$ cat config.mk
export PLATFORM = sky130hd
export DESIGN_NAME = norm_op_unit_flat
export DESIGN_NICKNAME = d
export VERILOG_FILES = /design/src/rtl/traffic_pkg.sv /design/src/rtl/norm_op_unit_if.sv /design/src/rtl/phase_timer.sv /design/src/rtl/norm_op_unit.sv /design/src/flat_wrapper.sv
export SDC_FILE = /design/constraint.sdc
export NUM_CORES = 1
export LEC_CHECK = 0
export CAP_MARGIN = 20
export CORE_MARGIN = 3
export CORE_UTILIZATION = 30
export CTS_CLUSTER_SIZE = 25
export DETAILED_ROUTE_END_ITERATION = 6
export DONT_BUFFER_PORTS = 1
export HOLD_SLACK_MARGIN = 0.1
export PLACE_DENSITY_LB_ADDON = 0.15
export RECOVER_POWER = 100
export SETUP_SLACK_MARGIN = 0.15
export SKIP_LAST_GASP = 1
export SYNTH_ARGS = -nofsm -noshare
export SYNTH_HDL_FRONTEND = slang
export SYNTH_SLANG_ARGS = --single-unit
$ cat constraint.sdc
create_clock -name clk -period 1.4 [get_ports clk]
set_input_delay 0.28 -clock clk [delete_from_list [all_inputs] [get_ports clk]]
set_output_delay 0.28 -clock clk [all_outputs]
set_load 0.01 [all_outputs]
$ cat src/rtl/traffic_pkg.sv
// traffic_pkg: shared types for the intersection controller blocks.
//   state_t  : normal-mode sequencer state (IDLE=0, CLEAR=1, GREEN=2)
//   dir_t    : direction index, 2 bits (0..3)
//   NUM_DIRS : number of served directions
package traffic_pkg;
  localparam int NUM_DIRS = 4;

  typedef logic [1:0] dir_t;

  typedef enum logic [1:0] {
    IDLE  = 2'd0,
    CLEAR = 2'd1,
    GREEN = 2'd2
  } state_t;
endpackage

$ cat src/rtl/norm_op_unit_if.sv
// norm_op_unit_if: bundle between the intersection controller and the
// normal-mode phase sequencer.
//   norm_op_en, norm_counter_en : controller -> sequencer enables
//   allow_0_norm..allow_3_norm  : sequencer -> controller green grants
//   cur_dir                     : last direction selected for green
//   phase_done                  : pulse in the final cycle of a green phase
//   state_dbg, cnt_dbg          : observation of the sequencer FSM and timer
//
// Signalling: there is no valid/ready transfer on this bundle. Both enables
// are level-sensitive and sampled on every rising clk edge; the grants and
// debug signals are continuous views of registered state, and phase_done is
// a same-cycle combinational pulse.
interface norm_op_unit_if #(
  parameter int CNT_W = 8
);
  import traffic_pkg::*;

  logic             norm_op_en;
  logic             norm_counter_en;
  logic             allow_0_norm;
  logic             allow_1_norm;
  logic             allow_2_norm;
  logic             allow_3_norm;
  dir_t             cur_dir;
  logic             phase_done;
  state_t           state_dbg;
  logic [CNT_W-1:0] cnt_dbg;

  // Controller side.
  modport master (
    output norm_op_en, norm_counter_en,
    input  allow_0_norm, allow_1_norm, allow_2_norm, allow_3_norm,
    input  cur_dir, phase_done, state_dbg, cnt_dbg
  );

  // Sequencer side.
  modport slave (
    input  norm_op_en, norm_counter_en,
    output allow_0_norm, allow_1_norm, allow_2_norm, allow_3_norm,
    output cur_dir, phase_done, state_dbg, cnt_dbg
  );
endinterface

$ cat src/rtl/phase_timer.sv
// phase_timer: CNT_W-bit phase counter.
//   clk, rst : clock and synchronous active-high reset
//   clr      : synchronous clear to zero (wins over en)
//   en       : count enable
//   term     : terminal value for the current phase
//   cnt      : current count
//   at_term  : cnt equals term
module phase_timer #(
  parameter int CNT_W = 8
) (
  input  logic             clk,
  input  logic             rst,
  input  logic             clr,
  input  logic             en,
  input  logic [CNT_W-1:0] term,
  output logic [CNT_W-1:0] cnt,
  output logic             at_term
);
  localparam logic [CNT_W-1:0] ONE = CNT_W'(1);

  assign at_term = (cnt == term);

  // Counting stops at term so the counter can never wrap even if the
  // owner forgets to clear it on expiry.
  always_ff @(posedge clk) begin
    if (rst || clr) begin
      cnt <= '0;
    end else if (en && !at_term) begin
      cnt <= cnt + ONE;
    end
  end
endmodule

$ cat src/rtl/norm_op_unit.sv
// norm_op_unit: normal-mode phase sequencer. Serves directions 0->1->2->3
// round-robin, each green of GREEN_CYCLES counted cycles preceded by an
// all-stop clearance of CLEAR_CYCLES counted cycles.
//   clk, rst : clock and synchronous active-high reset
//   bus      : norm_op_unit_if slave (enables in; grants, cur_dir,
//              phase_done and state/counter observation out)
module norm_op_unit
  import traffic_pkg::*;
#(
  parameter int GREEN_CYCLES = 20,
  parameter int CLEAR_CYCLES = 3,
  parameter int CNT_W        = 8
) (
  input  logic            clk,
  input  logic            rst,
  norm_op_unit_if.slave   bus
);
  localparam logic [CNT_W-1:0] GREEN_TERM = CNT_W'(GREEN_CYCLES - 1);
  localparam logic [CNT_W-1:0] CLEAR_TERM = CNT_W'(CLEAR_CYCLES - 1);

  state_t           state;
  dir_t             dir;
  logic [CNT_W-1:0] cnt;
  logic [CNT_W-1:0] term;
  logic             at_term;
  logic             expire;
  logic             tmr_clr;

  assign term   = (state == GREEN) ? GREEN_TERM : CLEAR_TERM;
  assign expire = bus.norm_counter_en && at_term;

  // The counter restarts from zero on every phase boundary: while idle,
  // on any disable, and on expiry of the running phase.
  assign tmr_clr = (state == IDLE) || !bus.norm_op_en || expire;

  phase_timer #(.CNT_W(CNT_W)) u_timer (
    .clk     (clk),
    .rst     (rst),
    .clr     (tmr_clr),
    .en      (bus.norm_counter_en),
    .term    (term),
    .cnt     (cnt),
    .at_term (at_term)
  );

  // dir is advanced on CLEAR->GREEN, so a green interrupted by a disable
  // is not re-served on resume: the next green goes to dir+1.
  always_ff @(posedge clk) begin
    if (rst) begin
      state <= IDLE;
      dir   <= 2'd3;
    end else begin
      case (state)
        IDLE: begin
          if (bus.norm_op_en) state <= CLEAR;
        end
        CLEAR: begin
          if (!bus.norm_op_en) begin
            state <= IDLE;
          end else if (expire) begin
            state <= GREEN;
            dir   <= dir + 2'd1;
          end
        end
        GREEN: begin
          if (!bus.norm_op_en) state <= IDLE;
          else if (expire)     state <= CLEAR;
        end
        default: state <= IDLE;
      endcase
    end
  end

  assign bus.allow_0_norm = (state == GREEN) && (dir == 2'd0);
  assign bus.allow_1_norm = (state == GREEN) && (dir == 2'd1);
  assign bus.allow_2_norm = (state == GREEN) && (dir == 2'd2);
  assign bus.allow_3_norm = (state == GREEN) && (dir == 2'd3);
  assign bus.phase_done   = (state == GREEN) && bus.norm_op_en && expire;
  assign bus.cur_dir      = dir;
  assign bus.state_dbg    = state;
  assign bus.cnt_dbg      = cnt;
endmodule

$ cat src/flat_wrapper.sv
// flat-port wrapper written by rule: the top's interface ports become plain ports
module norm_op_unit_flat import traffic_pkg::*;
#(
  parameter int GREEN_CYCLES = 20,
  parameter int CLEAR_CYCLES = 3,
  parameter int CNT_W        = 8
)
  (clk, rst, bus_norm_op_en, bus_norm_counter_en, bus_allow_0_norm, bus_allow_1_norm, bus_allow_2_norm, bus_allow_3_norm, bus_cur_dir, bus_phase_done, bus_state_dbg, bus_cnt_dbg);
  norm_op_unit_if #(.CNT_W(CNT_W)) bus_i ();
  input  logic clk;
  input  logic rst;
  input wire logic [$bits(bus_i.norm_op_en)-1:0] bus_norm_op_en;
  input wire logic [$bits(bus_i.norm_counter_en)-1:0] bus_norm_counter_en;
  output wire logic [$bits(bus_i.allow_0_norm)-1:0] bus_allow_0_norm;
  output wire logic [$bits(bus_i.allow_1_norm)-1:0] bus_allow_1_norm;
  output wire logic [$bits(bus_i.allow_2_norm)-1:0] bus_allow_2_norm;
  output wire logic [$bits(bus_i.allow_3_norm)-1:0] bus_allow_3_norm;
  output wire logic [$bits(bus_i.cur_dir)-1:0] bus_cur_dir;
  output wire logic [$bits(bus_i.phase_done)-1:0] bus_phase_done;
  output wire logic [$bits(bus_i.state_dbg)-1:0] bus_state_dbg;
  output wire logic [$bits(bus_i.cnt_dbg)-1:0] bus_cnt_dbg;
  assign bus_i.norm_op_en = bus_norm_op_en;
  assign bus_i.norm_counter_en = bus_norm_counter_en;
  assign bus_allow_0_norm = bus_i.allow_0_norm;
  assign bus_allow_1_norm = bus_i.allow_1_norm;
  assign bus_allow_2_norm = bus_i.allow_2_norm;
  assign bus_allow_3_norm = bus_i.allow_3_norm;
  assign bus_cur_dir = bus_i.cur_dir;
  assign bus_phase_done = bus_i.phase_done;
  assign bus_state_dbg = bus_i.state_dbg;
  assign bus_cnt_dbg = bus_i.cnt_dbg;
  norm_op_unit #(.GREEN_CYCLES(GREEN_CYCLES), .CLEAR_CYCLES(CLEAR_CYCLES), .CNT_W(CNT_W)) u_core (.clk(clk), .rst(rst), .bus(bus_i));
endmodule
==> flow_summary_export.csv, run 1 <==
group,metric,value,unit
sta,setup_ws,-0.151,ns
placed_design,place_inst,120,
floorplan,die_height,53.8,um
synthesis,synth_fa_ha_area_share,9.14,%
power,p_total,0.656,mW
critical_path,cp-end-kind,"output port",
clocking,cts_tree,"done",
routing,routed_wl,1640,um
power,irDropWorstVdd,0.477,mV
critical_path,critPathKind,"flop to output port",
min_path,holdPathStages,2,
synthesis,synth_simple_gate_area_share,31.6,%
layout,final_cell_mix,"buf_4 (17), nor2_1 (15), nand2_1 (8), dfxtp_2 (7), ha_1 (5)",
sta,holdWs,0.150,ns
synthesis,syn_area,684,sq um
critical_path,reg2reg_depth,5,
sta,tightest_slew,0.287,ns
routing,route.detailed.drc,0,
outcome,status,"complete, but fails checks",
sta,setup_viol,11,
floorplan,die-width,53.8,um
routing,vias,615,
placed_design,dpl.hpwl,1160,um
synthesis,ys_seq_area_share,35.1,%
flow_run,maxCapViolCount,0,
sta,max_freq,645,MHz
floorplan,dieArea,2890,sq um
placed_design,place_area,855,sq um
clocking,cts_hold_buf,0,
synthesis,synth_xor_area_share,7.68,%
synthesis,ys_seq_elements,12,
global_route,grt_pass1_wl,2660,um
clocking,clk_pin_slew_worst_paths,0.08,ns
sta,rsz0062_at_grt,"yes",
layout,drive_gt1_share,44.7,%
clocking,clock-sinks,12,
synthesis,synth_top_area_cell,"dfxtp_1",
floorplan,top_level_ports,21,
min_path,hold_end,"u_core.u_timer.cnt[0]",
sta,slew_headroom,80.8,%
routing,drtIter0Drc,1,
routing,wl_per_cell,12.6,um
layout,fin_nets,113,
min_path,hold_path_class,"input pin to flop",
floorplan,core_area,2060,sq um
synthesis,syn_area_per_cell,8.66,sq um
floorplan,rows,16,
synthesis,synth.top_cell.area_share,35.1,%
routing,via_per_inst,4.73,
synthesis,synth-async-reset-ratio,0,%
routing,ant_nets,0,
global_route,grt_max_degree,8,
global_route,grt_antenna_before_repair,0,
global_route,grt_overflow,0,
layout,final_area,986,sq um
synthesis,synth_ff_type,"dfxtp_1",
clocking,root_buffer,"clkbuf_4",
placed_design,io_buffers,0,
critical_path,start_kind,"flop",
power,p_leak,0.372,nW
synthesis,muxShareOfSynthArea,4.94,%
global_route,grt_pass1_vias,596,
sta,drv_slew,0,
clocking,clock_latency,0.28,ns
critical_path,r2r_end,"u_core.bus.state_dbg[1]",
critical_path,reg2reg_slack,-0.15,ns
critical_path,r2r-start,"u_core.u_timer.cnt[3]",
critical_path,crit_fanout,4,
synthesis,ys.warnings.count,0,
synthesis,synth_top_family_by_area,"simple AND/OR/NAND/NOR gates",
outcome,violations,"setup timing",
clocking,cts_max_path_buffers,2,
layout,fillers,193,
sta,hold_viol,0,
layout,fin_cells,130,
synthesis,ys_top_cells_by_area,"dfxtp_1 (35%), ha_1 (9.1%), nor2_1 (8.2%)",
synthesis,synth-edff-count,0,
synthesis,syn_inst,79,
clocking,htreeDepth,1,
sta,post-route-period-util,111,%
synthesis,synth_compound_area_share,9.32,%
layout,synthToLayoutAreaGrowth,44.1,%
sta,setup-tns-final,-0.468,ns
min_path,hold_start,"bus_norm_counter_en",
layout,antenna_cells,0,
power,p_per_area,665,nW/um^2
layout,fin_util,47.8,%
placed_design,place_ws,-0.0830,ns
sta,fin_crit,1.55,ns
clocking,cts_buffers,3,
sta,clock_skew,0.00375,ns
synthesis,synth_nets,88,
critical_path,crit_arrival,1.27,ns
placed_design,place_congestion,0.675,
floorplan,start_util,33.2,%
critical_path,crit_required,1.12,ns
synthesis,yosysUniqueCellTypes,27,
routing,first_pass_iters,2,
global_route,grt.total_usage,13.0,%
layout,layout_commonest_cell,"buf_4",
## area by class of cell
cell class | count | area [sq um] | share of cell area [%]
Tap cell | 27 | 33.8 | 3.43
Timing Repair Buffer | 21 | 173 | 17.5
Multi-Input combinational cell | 63 | 479 | 48.6
Sequential cell | 12 | 253 | 25.6
Clock buffer | 4 | 36.3 | 3.68
Inverter | 3 | 11.3 | 1.14
## registers in the layout (all words and copies together), names as in the netlist
signal	flops
u_core.u_timer.cnt	8
u_core.bus.state_dbg	2
u_core.bus.cur_dir	2
## Yosys cell counts, types with 2 or more instances
library cell and number:
nor3_1 2, xor2_1 2, nor2_1 15, ha_1 5, nand2_1 8, inv_1 3, mux2i_1 2, o21ai_0 4
dfxtp_1 12, xnor2_1 4, a21oi_1 2, nand4_1 2, and2_2 4
## worst max path at each step
stage / slack, ns / startpoint / end
after floorplan: -0.02 / u_core.u_timer.cnt[5] / u_core.bus.state_dbg[1]
after global placement: -0.03 / u_core.u_timer.cnt[5] / u_core.bus.cur_dir[1]
after detailed placement: -0.08 / u_core.u_timer.cnt[5] / u_core.bus.cur_dir[0]
after CTS: -0.18 / u_core.u_timer.cnt[3] / bus_phase_done
after global routing: -0.22 / u_core.u_timer.cnt[3] / bus_phase_done
final: -0.15 / u_core.u_timer.cnt[3] / bus_phase_done
## per-layer routing
| layer | vias to the layer above | global-route usage, % | routed length [um] |
|---|---|---|---|
| li1 | 319 | - | - |
| met5 | - | 0 | 0 |
| met1 | 279 | 14.7 | 710 |
| met3 | 2 | 6.65 | 117 |
| met2 | 15 | 20.8 | 802 |
| met4 | 0 | 4.68 | 12 |
## power by group
| group | switching, mW | leakage [nW] | total, mW | internal, mW |
|---|---|---|---|---|
| logic | 0.0135 | 0.251 | 0.0281 | 0.0146 |
| registers | 0.00187 | 0.0993 | 0.343 | 0.341 |
| clock network | 0.126 | 0.0210 | 0.284 | 0.158 |
| total | 0.142 | 0.372 | 0.656 | 0.514 |
## repair_timing
item                                    CTS  global route
resized for setup                        11             5
buffers inserted                          3             3
pin swaps                                 7             5
cloned                                    0             0
endpoints found under the setup margin   17            17
## critical path, cell delays in order (launching register included)
cell and delay [ns]:
dfxtp_2 0.34, nor4b_4 0.34, nand3_4 0.14, nor3_4 0.18
## kinds of logic (layout without fill, tap and decap cells)
family | after synthesis | after routing
simple gates | 39 | 39
flops | 12 | 12
compound gates | 10 | 10
xor+xnor | 6 | 6
fa+ha+maj | 5 | 5
buf+inv | 4 | 28
mux | 3 | 3
Power figures use the tool's default switching activity.
==> run 2, diff against run 1 <==
MAX_ROUTING_LAYER = met4   (was unset)
==> flow_summary_export.csv, run 2 (synthesis results as in run 1) <==
group,metric,value,unit
critical_path,reg2reg_depth,5,
global_route,grt_antenna_before_repair,0,
floorplan,dieArea,2890,sq um
power,irDropWorstVdd,0.472,mV
layout,fin_util,47.8,%
sta,fin_crit,1.55,ns
floorplan,die_height,53.8,um
floorplan,start_util,33.2,%
layout,synthToLayoutAreaGrowth,44.1,%
critical_path,critPathKind,"flop to output port",
clocking,clk_pin_slew_worst_paths,0.08,ns
sta,setup_viol,11,
clocking,cts_tree,"done",
placed_design,place_congestion,0.681,
sta,post-route-period-util,111,%
placed_design,dpl.hpwl,1160,um
global_route,grt_pass1_vias,596,
routing,wl_per_cell,12.6,um
sta,hold_viol,0,
critical_path,crit_arrival,1.27,ns
critical_path,reg2reg_slack,-0.15,ns
placed_design,io_buffers,0,
clocking,clock_latency,0.28,ns
clocking,clock-sinks,12,
clocking,htreeDepth,1,
routing,vias,613,
sta,setup_ws,-0.150,ns
layout,largest_register_ffs,8,
global_route,grt_max_degree,8,
clocking,cts_hold_buf,0,
flow_run,maxCapViolCount,0,
critical_path,crit_required,1.12,ns
outcome,violations,"setup timing",
routing,drtIter0Drc,1,
critical_path,r2r_end,"u_core.bus.state_dbg[1]",
global_route,grt_pass1_wl,2670,um
min_path,holdPathStages,2,
global_route,grt_overflow,0,
sta,setup-tns-final,-0.472,ns
layout,drive_gt1_share,44.7,%
critical_path,r2r-start,"u_core.u_timer.cnt[3]",
min_path,hold_start,"bus_norm_counter_en",
critical_path,crit_fanout,4,
routing,ant_nets,0,
clocking,cts_buffers,3,
clocking,cts_max_path_buffers,2,
min_path,hold_end,"u_core.u_timer.cnt[0]",
sta,slew_headroom,80.8,%
routing,routed_wl,1640,um
routing,via_per_inst,4.72,
sta,drv_slew,0,
routing,route.detailed.drc,0,
power,p_per_area,663,nW/um^2
layout,final_cell_mix,"buf_4 (17), nor2_1 (15), nand2_1 (8), dfxtp_2 (7), ha_1 (5)",
layout,fin_nets,113,
outcome,status,"complete, but fails checks",
sta,rsz0062_at_grt,"yes",
floorplan,rows,16,
min_path,hold_path_class,"input pin to flop",
critical_path,cp-end-kind,"output port",
clocking,root_buffer,"clkbuf_4",
layout,layout_commonest_cell,"buf_4",
sta,clock_skew,0.00424,ns
layout,largest-register,"u_core.u_timer.cnt",
sta,max_freq,645,MHz
sta,tightest_slew,0.287,ns
floorplan,die-width,53.8,um
power,p_leak,0.372,nW
floorplan,top_level_ports,21,
global_route,grt.total_usage,13.4,%
routing,first_pass_iters,3,
floorplan,core_area,2060,sq um
layout,antenna_cells,0,
critical_path,start_kind,"flop",
==> run 2: cell counts in the layout (fill, tap and decap cells not counted) <==
Identical to the previous run, type by type.
==> run 2: stage by stage <==
| stage | cells | total power, mW | setup slack (ns) | hold WS (ns) | area [sq um] |
|---|---|---|---|---|---|
| 6_report | 130 | 0.654 | -0.150 | 0.151 | 986 |
| 5_1_grt | 130 | 0.685 | -0.222 | 0.168 | 986 |
| 4_1_cts | 127 | 0.663 | -0.179 | 0.143 | 941 |
| 3_5_place_dp | 120 | 0.377 | -0.0830 | 0.439 | 855 |
| 3_3_place_gp | 120 | 0.377 | -0.0267 | 0.440 | 855 |
| 2_1_floorplan | 79 | 0.371 | -0.0158 | 0.436 | 712 |
==> run 2: worst max path at each step <==
| stage | from | to | slack, ns | cells past startpoint |
|---|---|---|---|---|
| 4_1_cts | u_core.u_timer.cnt[3] | bus_phase_done | -0.18 | 3 |
| 6_report | u_core.u_timer.cnt[3] | bus_phase_done | -0.15 | 3 |
| 5_1_grt | u_core.u_timer.cnt[3] | bus_phase_done | -0.22 | 3 |
| 3_3_place_gp | u_core.u_timer.cnt[5] | u_core.bus.cur_dir[1] | -0.03 | 4 |
| 2_1_floorplan | u_core.u_timer.cnt[5] | u_core.bus.state_dbg[1] | -0.02 | 4 |
| 3_5_place_dp | u_core.u_timer.cnt[5] | u_core.bus.cur_dir[0] | -0.08 | 4 |
==> run 2: repair_timing <==
item / CTS / global route
setup buffers: 3 / 3
resized for setup: 11 / 5
pin swaps: 7 / 5
endpoints found under the hold margin: 0 / 0
gates cloned: 0 / 0
endpoints found under the setup margin: 17 / 17
==> run 2: per-layer routing <==
| layer | wire length (um) | GRT usage (%) | share of wire [%] |
|---|---|---|---|
| met1 | 705 | 14.7 | 43 |
| met2 | 804 | 20.8 | 49 |
| met3 | 118 | 6.65 | 7.2 |
| met4 | 14 | 4.68 | 0.85 |
| met5 | 0 | - | 0 |
==> run 2: where the power goes <==
group	internal [mW]	switching, mW
Clock	0.158	0.124
Sequential	0.341	0.00186
Combinational	0.0146	0.0135
Total	0.514	0.140
==> run 2: worst max-delay path, stage by stage, from the launching register on <==
cell,delay (ns)
dfxtp_2,0.34
nor4b_4,0.34
nand3_4,0.14
nor3_4,0.18
==> run 2: layout make-up <==
class | count | area (sq um)
Multi-Input combinational cell | 63 | 479
Fill cell | 193 | 1080
Tap cell | 27 | 33.8
Sequential cell | 12 | 253
Clock buffer | 4 | 36.3
Timing Repair Buffer | 21 | 173
Inverter | 3 | 11.3
